===== src/rtl/apple_gen_if.sv =====
// Game-side signal bundle for the apple generator.
// The master side (game logic / VGA scan) drives the play state, the snake head and the pixel position.
// The slave side (apple_gen) returns the grow request, the apple cell, the pixel hit and the score.
interface apple_gen_if;
  logic       s_play;
  logic [5:0] head_x;
  logic [5:0] head_y;
  logic [9:0] x_pos;
  logic [9:0] y_pos;
  logic       add_cube;
  logic [5:0] apple_x;
  logic [5:0] apple_y;
  logic       apple_pix;
  logic [7:0] score;

  modport master (
    output s_play, head_x, head_y, x_pos, y_pos,
    input  add_cube, apple_x, apple_y, apple_pix, score
  );

  modport slave (
    input  s_play, head_x, head_y, x_pos, y_pos,
    output add_cube, apple_x, apple_y, apple_pix, score
  );
endinterface


===== src/rtl/apple_gen.sv =====
// Apple generator for the snake game: places apples with a free-running LFSR,
// detects the head eating them, pulses add_cube and keeps the score.
// Optional feature: define APPLE_RELOCATE_EN to move an uneaten apple after
// RELOCATE_CYCLES clk cycles in WAIT; without it the apple waits forever.
//
// state    | meaning
// ---------+-------------------------------------------------------------
// ST_IDLE  | game not in play; apple, score held, apple visible
// ST_WAIT  | apple placed and visible, waiting for the head to reach it
// ST_EAT   | apple eaten; add_cube held high for ADD_HOLD cycles
// ST_PLACE | drawing LFSR candidates until one lands on a legal free cell
module apple_gen #(
  parameter logic [15:0] LFSR_SEED       = 16'hACE1,
  parameter int          ADD_HOLD        = 4,
  parameter int          RELOCATE_CYCLES = 500000000
) (
  input logic        clk,
  input logic        clr,
  apple_gen_if.slave bus
);

  typedef enum logic [1:0] {ST_IDLE, ST_WAIT, ST_EAT, ST_PLACE} state_t;

  // Parameter sanity: hold counter is 4 bits, timeout counter 29 bits, LFSR must not lock at zero.
  if (ADD_HOLD < 2 || ADD_HOLD > 15) begin : g_bad_hold
    $error("apple_gen: ADD_HOLD must be within 2..15");
  end
  if (RELOCATE_CYCLES < 1 || RELOCATE_CYCLES > 536870912) begin : g_bad_reloc
    $error("apple_gen: RELOCATE_CYCLES must fit the 29-bit timeout counter");
  end
  if (LFSR_SEED == 16'h0000) begin : g_bad_seed
    $error("apple_gen: LFSR_SEED must be nonzero");
  end

  state_t      r_state;
  state_t      w_next;
  logic [15:0] r_lfsr;
  logic [15:0] w_lfsr_next;
  logic [3:0]  r_hold;
  logic [5:0]  r_apple_x;
  logic [5:0]  r_apple_y;
  logic [7:0]  r_score;
  logic        r_add_cube;
  logic [5:0]  w_cx;
  logic [5:0]  w_cy;
  logic        w_cand_ok;
  logic        w_hit;
  logic        w_tmo_done;
  logic        w_eat_start;

  assign w_lfsr_next = r_lfsr[0] ? ((r_lfsr >> 1) ^ 16'hB400) : (r_lfsr >> 1);

  // Candidate cell comes straight from the current LFSR value; y is limited to 5 bits.
  assign w_cx      = r_lfsr[5:0];
  assign w_cy      = {1'b0, r_lfsr[12:8]};
  assign w_cand_ok = (w_cx >= 6'd1) && (w_cx <= 6'd38) &&
                     (w_cy >= 6'd1) && (w_cy <= 6'd28) &&
                     !((w_cx == bus.head_x) && (w_cy == bus.head_y));
  assign w_hit     = (bus.head_x == r_apple_x) && (bus.head_y == r_apple_y);

`ifdef APPLE_RELOCATE_EN
  logic [28:0] r_tmo;

  assign w_tmo_done = (r_tmo == 29'(RELOCATE_CYCLES - 1));

  // Idle-apple timer: restarts on every WAIT entry, counts while waiting.
  always_ff @(posedge clk or posedge clr) begin
    if (clr)
      r_tmo <= '0;
    else if ((w_next == ST_WAIT) && (r_state != ST_WAIT))
      r_tmo <= '0;
    else if (r_state == ST_WAIT)
      r_tmo <= r_tmo + 29'd1;
  end
`else
  assign w_tmo_done = 1'b0;
`endif

  // State register.
  always_ff @(posedge clk or posedge clr) begin
    if (clr)
      r_state <= ST_IDLE;
    else
      r_state <= w_next;
  end

  // Next-state logic; leaving play overrides every other transition.
  always_comb begin
    w_next = r_state;
    case (r_state)
      ST_IDLE:  if (bus.s_play) w_next = ST_WAIT;
      ST_WAIT:  begin
        if (w_hit)
          w_next = ST_EAT;
        else if (w_tmo_done)
          w_next = ST_PLACE;
      end
      ST_EAT:   if (r_hold == 4'd0) w_next = ST_PLACE;
      ST_PLACE: if (w_cand_ok) w_next = ST_WAIT;
      default:  w_next = ST_IDLE;
    endcase
    if (!bus.s_play)
      w_next = ST_IDLE;
  end

  assign w_eat_start = (r_state == ST_WAIT) && (w_next == ST_EAT);

  // LFSR free-runs in every state so placement varies with play timing.
  always_ff @(posedge clk or posedge clr) begin
    if (clr)
      r_lfsr <= LFSR_SEED;
    else
      r_lfsr <= w_lfsr_next;
  end

  // Hold down-counter: loaded on EAT entry, EAT ends when it reaches zero.
  always_ff @(posedge clk or posedge clr) begin
    if (clr)
      r_hold <= 4'd0;
    else if (w_eat_start)
      r_hold <= 4'(ADD_HOLD - 1);
    else if ((r_state == ST_EAT) && (r_hold != 4'd0))
      r_hold <= r_hold - 4'd1;
  end

  // Grow request registered from the next state so it is high exactly while in EAT.
  always_ff @(posedge clk or posedge clr) begin
    if (clr)
      r_add_cube <= 1'b0;
    else
      r_add_cube <= (w_next == ST_EAT);
  end

  // Score counts eat events and sticks at 255.
  always_ff @(posedge clk or posedge clr) begin
    if (clr)
      r_score <= 8'd0;
    else if (w_eat_start && (r_score != 8'hFF))
      r_score <= r_score + 8'd1;
  end

  // Apple cell loads only when a candidate is accepted in PLACE.
  always_ff @(posedge clk or posedge clr) begin
    if (clr) begin
      r_apple_x <= 6'd20;
      r_apple_y <= 6'd15;
    end else if ((r_state == ST_PLACE) && (w_next == ST_WAIT)) begin
      r_apple_x <= w_cx;
      r_apple_y <= w_cy;
    end
  end

  assign bus.add_cube  = r_add_cube;
  assign bus.apple_x   = r_apple_x;
  assign bus.apple_y   = r_apple_y;
  assign bus.score     = r_score;
  assign bus.apple_pix = (bus.x_pos < 10'd640) && (bus.y_pos < 10'd480) &&
                         (bus.x_pos[9:4] == r_apple_x) && (bus.y_pos[9:4] == r_apple_y) &&
                         ((r_state == ST_IDLE) || (r_state == ST_WAIT));

endmodule


===== src/flat_wrapper.sv =====
// flat-port wrapper written by rule: the top's interface ports become plain ports
module apple_gen_flat 
#(
  parameter logic [15:0] LFSR_SEED       = 16'hACE1,
  parameter int          ADD_HOLD        = 4,
  parameter int          RELOCATE_CYCLES = 500000000
)
  (clk, clr, bus_s_play, bus_head_x, bus_head_y, bus_x_pos, bus_y_pos, bus_add_cube, bus_apple_x, bus_apple_y, bus_apple_pix, bus_score);
  apple_gen_if bus_i ();
  input logic clk;
  input logic clr;
  input wire logic [$bits(bus_i.s_play)-1:0] bus_s_play;
  input wire logic [$bits(bus_i.head_x)-1:0] bus_head_x;
  input wire logic [$bits(bus_i.head_y)-1:0] bus_head_y;
  input wire logic [$bits(bus_i.x_pos)-1:0] bus_x_pos;
  input wire logic [$bits(bus_i.y_pos)-1:0] bus_y_pos;
  output wire logic [$bits(bus_i.add_cube)-1:0] bus_add_cube;
  output wire logic [$bits(bus_i.apple_x)-1:0] bus_apple_x;
  output wire logic [$bits(bus_i.apple_y)-1:0] bus_apple_y;
  output wire logic [$bits(bus_i.apple_pix)-1:0] bus_apple_pix;
  output wire logic [$bits(bus_i.score)-1:0] bus_score;
  assign bus_i.s_play = bus_s_play;
  assign bus_i.head_x = bus_head_x;
  assign bus_i.head_y = bus_head_y;
  assign bus_i.x_pos = bus_x_pos;
  assign bus_i.y_pos = bus_y_pos;
  assign bus_add_cube = bus_i.add_cube;
  assign bus_apple_x = bus_i.apple_x;
  assign bus_apple_y = bus_i.apple_y;
  assign bus_apple_pix = bus_i.apple_pix;
  assign bus_score = bus_i.score;
  apple_gen #(.LFSR_SEED(LFSR_SEED), .ADD_HOLD(ADD_HOLD), .RELOCATE_CYCLES(RELOCATE_CYCLES)) u_core (.clk(clk), .clr(clr), .bus(bus_i));
endmodule

===== config.mk =====
export PLATFORM = sky130hd
export DESIGN_NAME = apple_gen_flat
export DESIGN_NICKNAME = d
export VERILOG_FILES = /design/src/rtl/apple_gen_if.sv /design/src/rtl/apple_gen.sv /design/src/flat_wrapper.sv
export SDC_FILE = /design/constraint.sdc
export NUM_CORES = 1
export LEC_CHECK = 0
export CAP_MARGIN = 20
export CORE_UTILIZATION = 25
export DETAILED_ROUTE_END_ITERATION = 12
export MAX_ROUTING_LAYER = met4
export PLACE_DENSITY_LB_ADDON = 0.1
export SLEW_MARGIN = 40
export SYNTH_ARGS = -nofsm -noshare
export SYNTH_HDL_FRONTEND = slang
export SYNTH_SLANG_ARGS = --single-unit

===== constraint.sdc =====
create_clock -name clk -period 2.1 [get_ports clk]
set_clock_uncertainty 0.15 [all_clocks]
set_input_delay 0.315 -clock clk [delete_from_list [all_inputs] [get_ports clk]]
set_output_delay 0.315 -clock clk [all_outputs]
set_load 0.01 [all_outputs]

==> impl_metrics.csv, run 1 <==
group,metric,value,unit
run_status,status,"finished, violations left",
run_status,violations,"setup timing",
logic_synthesis,syn_nets,211,
critical_path,path_class,"flip-flop to primary output",
clock_tree,cts.sinks,42,
clock_tree,h-tree-depth,2,
floorplan,initial_core_util,0.258,
clock_tree,clk_pin_slew,0.08,ns
floorplan,coreArea,8260,um2
routing,wl_per_cell,14.5,um
routing,vias,1667,
critical_path,critPathArrivalTime,1.78,ns
place,port_buffers,47,
global_routing,antenna_found_initial,0,
global_routing,overflow,0,
clock_tree,clockBufferDepth,2,
logic_synthesis,synth_area,2130,um2
routing,drt-total-wl,5.49,mm
logic_synthesis,seq_area_frac_synth,0.501,
sta,hold_viol,0,
final_layout,final_util,0.419,
logic_synthesis,syn_inst,174,
routing,drt_iter0_drc,41,
critical_path,worst_setup_path_end_kind,"primary output",
sta,holdWs,0.208,ns
place,dpl.cell_count,364,
place,gp_congestion,0.703,
final_layout,fillers,810,
power_and_ir_drop,peakVddDrop,256,uV
power_and_ir_drop,powerDensity,474,nW/um2
clock_tree,cts_tree,"yes",
global_routing,grtUsageTotal,0.140,
floorplan,pin_count,57,
place,place_hpwl,4.12,mm
clock_tree,clockRootBuffer,"clkbuf_8",
floorplan,die_y,94.4,um
logic_synthesis,synth-edff-count,0,
final_layout,fin_cells,380,
global_routing,grt_first_pass_wirelength,9.03,mm
run,max_cap_viol_count,0,
sta,min_period,2.24,ns
global_routing,grt_start_max_net_pins,43,
routing,ant_nets,0,
routing,drt_first_pass_iters,4,
sta,maxSlewViolCount,0,
floorplan,die_area,8910,um2
logic_synthesis,synth_area_per_cell,12.3,um2
logic_synthesis,ys_ff_latch,42,
logic_synthesis,yosysWarningCount,0,
logic_synthesis,ys.flop_type,"dfrtp_1",
routing,via_per_inst,4.39,
floorplan,die_x,94.4,um
logic_synthesis,async_reset_ff_frac,1.00,
sta,max_freq,0.446,GHz
final_layout,diodes,0,
critical_path,critPathMaxFanout,2,
routing,remaining_drc_errors,0,
global_routing,grt_pass1_vias,1830,
sta,setup_ws,-0.140,ns
final_layout,area_growth,62.0,%
critical_path,start_kind,"flip-flop",
logic_synthesis,yosysUniqueCellTypes,41,
clock_tree,cts-buffers-inserted,5,
final_layout,drive_above_1_share,0.411,
final_layout,fin_nets,311,
sta,min_period_over_period,1.07,
sta,finalSetupViolations,11,
sta,rsz0062_at_grt,"yes",
floorplan,row_count,33,
critical_path,required,1.63,ns
hold_path,min_path_type,"flip-flop to flip-flop",
power_and_ir_drop,power_leakage,1.60,nW
clock_tree,clkLatencyLatePin,0.29,ns
[layout make-up]
type                    count  area (um2)  share of cell area
clock buffers               7        86.3              0.0250
well taps                 105         131              0.0380
inverters                   4        15.0             0.00434
multi-input cells         125        1210               0.350
flip-flops and latches     42        1070               0.310
repair buffers             96         913               0.264
clock inverters             1        30.0             0.00868
[cells by family (layout without fill, tap and decap cells)]
group | after synthesis | in the layout | share of synthesized area
multiplexers | 14 | 14 | 0.0909
buffers and inverters | 7 | 108 | 0.0182
adder cells (fa/ha/maj) | 2 | 2 | 0.0117
AND/OR/NAND/NOR | 52 | 52 | 0.152
flip-flops | 42 | 42 | 0.501
other | 1 | 1 | 0.00176
XOR/XNOR | 40 | 40 | 0.164
AO/OA/AOI/OAI | 16 | 16 | 0.0604
[flip-flops by register name (all words and copies together) (netlist names)]
register / cells
u_core.r_lfsr: 16
u_core.bus.score: 8
u_core.bus.apple_x: 6
u_core.r_state: 2
u_core.bus.apple_y: 5
u_core.r_hold: 4
u_core.bus.add_cube: 1
[synthesized netlist by cell type, types with 2 or more instances]
cell | count | share of area
mux2_4 | 10 | 0.070
o21ai_0 | 2 | 0.0047
inv_1 | 4 | 0.0070
a31oi_1 | 2 | 0.0059
xor2_1 | 20 | 0.082
nor4_4 | 2 | 0.020
nor2b_1 | 5 | 0.015
nor2_1 | 7 | 0.012
nor4_1 | 4 | 0.012
nand3_1 | 5 | 0.012
mux2_2 | 2 | 0.011
xnor2_1 | 20 | 0.082
ha_1 | 2 | 0.012
a21oi_1 | 3 | 0.0070
dfrtp_1 | 28 | 0.33
nand2b_1 | 4 | 0.012
nand4_1 | 6 | 0.018
and3_1 | 2 | 0.0059
nor3_1 | 3 | 0.0070
dfstp_2 | 14 | 0.17
or4_1 | 3 | 0.011
nand2_1 | 7 | 0.012
[placed cells by master (no fill, tap or decap), drive strengths merged, types with 2 or more instances in the layout]
cell type	n
a21oi	3
a31oi	2
and3	2
buf	50
clkbuf	7
clkdlybuf4s50	44
dfrtp	28
dfstp	14
dlymetal6s2s	2
ha	2
inv	4
mux2	13
nand2	7
nand2b	4
nand3	6
nand4	7
nor2	7
nor2b	5
nor3	3
nor4	6
o21ai	2
or4	3
xnor2	20
xor2	20
[per-layer routing]
layer  GRT usage  up-vias  share of wire
li1            -      812              -
met2       0.215       26           0.48
met3      0.0274        5          0.027
met4      0.0423        0          0.010
met1       0.187      824           0.48
met5           -        -              0
[power by group]
| part | internal [mW] | leakage, nW | switching [mW] | total (mW) |
|---|---|---|---|---|
| sequential | 0.811 | 0.514 | 0.00221 | 0.813 |
| clock | 0.388 | 0.0585 | 0.281 | 0.669 |
| combinational | 0.0877 | 1.02 | 0.0681 | 0.156 |
| total | 1.29 | 1.60 | 0.351 | 1.64 |
[worst paths after layout]
path / start / end / slack, ns / depth (start not counted)
max: u_core.bus.apple_y[2]$_DFFE_PP1P_ / bus_apple_pix / -0.14 / 5
max reg2reg: u_core.bus.apple_y[2]$_DFFE_PP1P_ / u_core.bus.score[1]$_DFFE_PP0P_ / -0.05 / 8
min: u_core.r_lfsr[7]$_DFF_PP1_ / u_core.r_lfsr[6]$_DFF_PP1_ / 0.21 / 0
min in group asynchronous: clr / u_core.bus.score[3]$_DFFE_PP0P_ / 0.22 / 3
min reg2reg: u_core.r_lfsr[7]$_DFF_PP1_ / u_core.r_lfsr[6]$_DFF_PP1_ / 0.21 / 0
max in group asynchronous: clr / u_core.bus.apple_y[1]$_DFFE_PP1P_ / 1.31 / 3
[per-stage QoR]
step	power (mW)	setup TNS, ns	setup slack (ns)	instance area [um2]
floorplan	0.877	0	0.0419	2140
global placement	0.970	-6.76	-0.556	3050
detailed placement	0.970	-6.77	-0.565	3050
CTS	1.66	-0.805	-0.149	3270
global route	1.71	-1.17	-0.252	3460
finish	1.64	-0.341	-0.140	3460
[worst max-delay path: stages (launching register included)]
cell	delay, ns
dfstp_2	0.55
xor2_1	0.08
nor4_2	0.26
nand3_1	0.12
a2111oi_2	0.30
buf_2	0.19
[repair_timing]
item                       4_1_cts  5_1_grt
cloned                           1        0
pin swaps                        5       11
gates resized for setup         19       28
setup endpoints to repair       19       22
hold buffers                     0        0
setup buffers                    2        5
No activity file was read; power rests on OpenSTA's default activity.
==> inputs of run 2 (changes only) <==
==> constraint.sdc (replaced) <==
create_clock -name clk -period 2.9 [get_ports clk]
set_clock_uncertainty 0.15 [all_clocks]
set_input_delay 0.435 -clock clk [delete_from_list [all_inputs] [get_ports clk]]
set_output_delay 0.435 -clock clk [all_outputs]
set_load 0.01 [all_outputs]
==> impl_metrics.csv, run 2 (synthesis results as in run 1) <==
group,metric,value,unit
sta,min_period_over_period,0.905,
final_layout,fin_nets,268,
routing,drt_first_pass_iters,4,
power_and_ir_drop,powerDensity,378,nW/um2
run_status,status,"finished, final reports clean",
critical_path,critPathMaxFanout,1,
clock_tree,clockRootBuffer,"clkbuf_8",
routing,m1WireLength,2.41,mm
run,max_cap_viol_count,0,
final_layout,area_growth,33.6,%
sta,setup_ws,0.275,ns
hold_path,min_path_type,"flip-flop to flip-flop",
sta,max_freq,0.381,GHz
routing,wl_per_cell,14.6,um
floorplan,row_count,33,
place,gp_congestion,0.683,
routing,remaining_drc_errors,0,
clock_tree,clockBufferDepth,2,
sta,min_period,2.63,ns
floorplan,die_x,94.4,um
sta,holdWs,0.209,ns
global_routing,grt_pass1_vias,1467,
power_and_ir_drop,peakVddDrop,166,uV
final_layout,largest_register_ffs,16,
critical_path,critPathArrivalTime,2.04,ns
final_layout,diodes,0,
clock_tree,cts.sinks,42,
floorplan,initial_core_util,0.258,
power_and_ir_drop,power_leakage,1.24,nW
place,placed_cell_area,2760,um2
sta,rsz0062_at_grt,"no",
clock_tree,clkLatencyLatePin,0.30,ns
routing,via_per_inst,4.36,
sta,finalSetupViolations,0,
routing,ant_nets,0,
sta,maxSlewViolCount,0,
global_routing,grtUsageTotal,0.124,
place,port_buffers,47,
place,detailedPlace.worstSlack,-0.0646,ns
floorplan,pin_count,57,
sta,hold_viol,0,
clock_tree,clk_pin_slew,0.08,ns
critical_path,required,2.32,ns
floorplan,die_y,94.4,um
final_layout,final_common_cell,"clkdlybuf4s50_1",
clock_tree,cts_resized,1,
sta,fin_tns_setup,0,ns
floorplan,coreArea,8260,um2
clock_tree,cts_tree,"yes",
routing,vias,1471,
global_routing,overflow,0,
global_routing,antenna_found_initial,0,
critical_path,path_class,"input port to primary output",
place,place_hpwl,3.70,mm
global_routing,grt_first_pass_wirelength,7.89,mm
clock_tree,cts_hold_buf,0,
clock_tree,h-tree-depth,2,
routing,dr_wl_met2,2.31,mm
final_layout,layout_common_cells,"clkdlybuf4s50_1 (46), dfrtp_1 (28), xor2_1 (20), xnor2_1 (20), dfstp_2 (14)",
routing,routed.top_layer,"met4",
routing,met3WireLength,150,um
routing,drt_iter0_drc,39,
critical_path,worst_setup_path_end_kind,"primary output",
routing,drt-total-wl,4.93,mm
sta,worstMarginPinSlew,0.555,ns
final_layout,top_register,"u_core.r_lfsr",
floorplan,die_area,8910,um2
clock_tree,cts-buffers-inserted,5,
critical_path,start_kind,"input port",
final_layout,design_area,2850,um2
clock_tree,cts_setup_buffers,0,
global_routing,grt_start_max_net_pins,43,
final_layout,drive_above_1_share,0.207,
sta,slew_headroom,0.630,
run 2: power by group:
part	switching [mW]	leakage, nW	internal (mW)
logic	0.0387	0.675	0.0491
registers	0.00147	0.518	0.587
clock network	0.209	0.0472	0.192
total	0.250	1.24	0.828
run 2: path summary, 6_finish.rpt:
path	startpoint	slack, ns	to	cells after the start
worst min register to register	u_core.r_lfsr[6]$_DFF_PP1_	0.21	u_core.r_lfsr[5]$_DFF_PP1_	0
worst min-delay path	u_core.r_lfsr[6]$_DFF_PP1_	0.21	u_core.r_lfsr[5]$_DFF_PP1_	0
min in group asynchronous	clr	0.42	u_core.bus.score[1]$_DFFE_PP0P_	3
worst max register to register	u_core.r_lfsr[9]$_DFF_PP0_	0.58	u_core.bus.apple_x[4]$_DFFE_PP1P_	5
worst max-delay path	bus_y_pos[6]	0.27	bus_apple_pix	6
max in group asynchronous	clr	1.78	u_core.bus.apple_y[2]$_DFFE_PP1P_	3
run 2: layout make-up:
cell class                      instances  area, um2
Sequential cell                        42       1070
Multi-Input combinational cell        125       1030
Clock buffer                            6       82.6
Inverter                                4       15.0
Tap cell                              105        131
Clock inverter                          2       12.5
Timing Repair Buffer                   53        514
Fill cell                             854       5410
run 2: per-layer routing:
| layer | vias up | track usage |
|---|---|---|
| li1 | 723 | - |
| met1 | 723 | 0.170 |
| met2 | 19 | 0.180 |
| met3 | 6 | 0.0306 |
| met4 | 0 | 0.0346 |
| met5 | - | - |
run 2: worst max-delay path, cell delays in order:
cell,delay [ns]
clkdlybuf4s50_1,0.41
xor2_1,0.14
nor4_1,0.29
nand3_1,0.11
a2111oi_0,0.32
dlygate4sd2_1,0.32
run 2: stage by stage:
stage	cells	power [mW]	util
2_1_floorplan	174	0.635	-
3_3_place_gp	329	0.690	0.334
3_5_place_dp	329	0.689	0.334
4_1_cts	337	1.11	0.345
5_1_grt	337	1.14	0.345
6_report	337	1.08	0.345
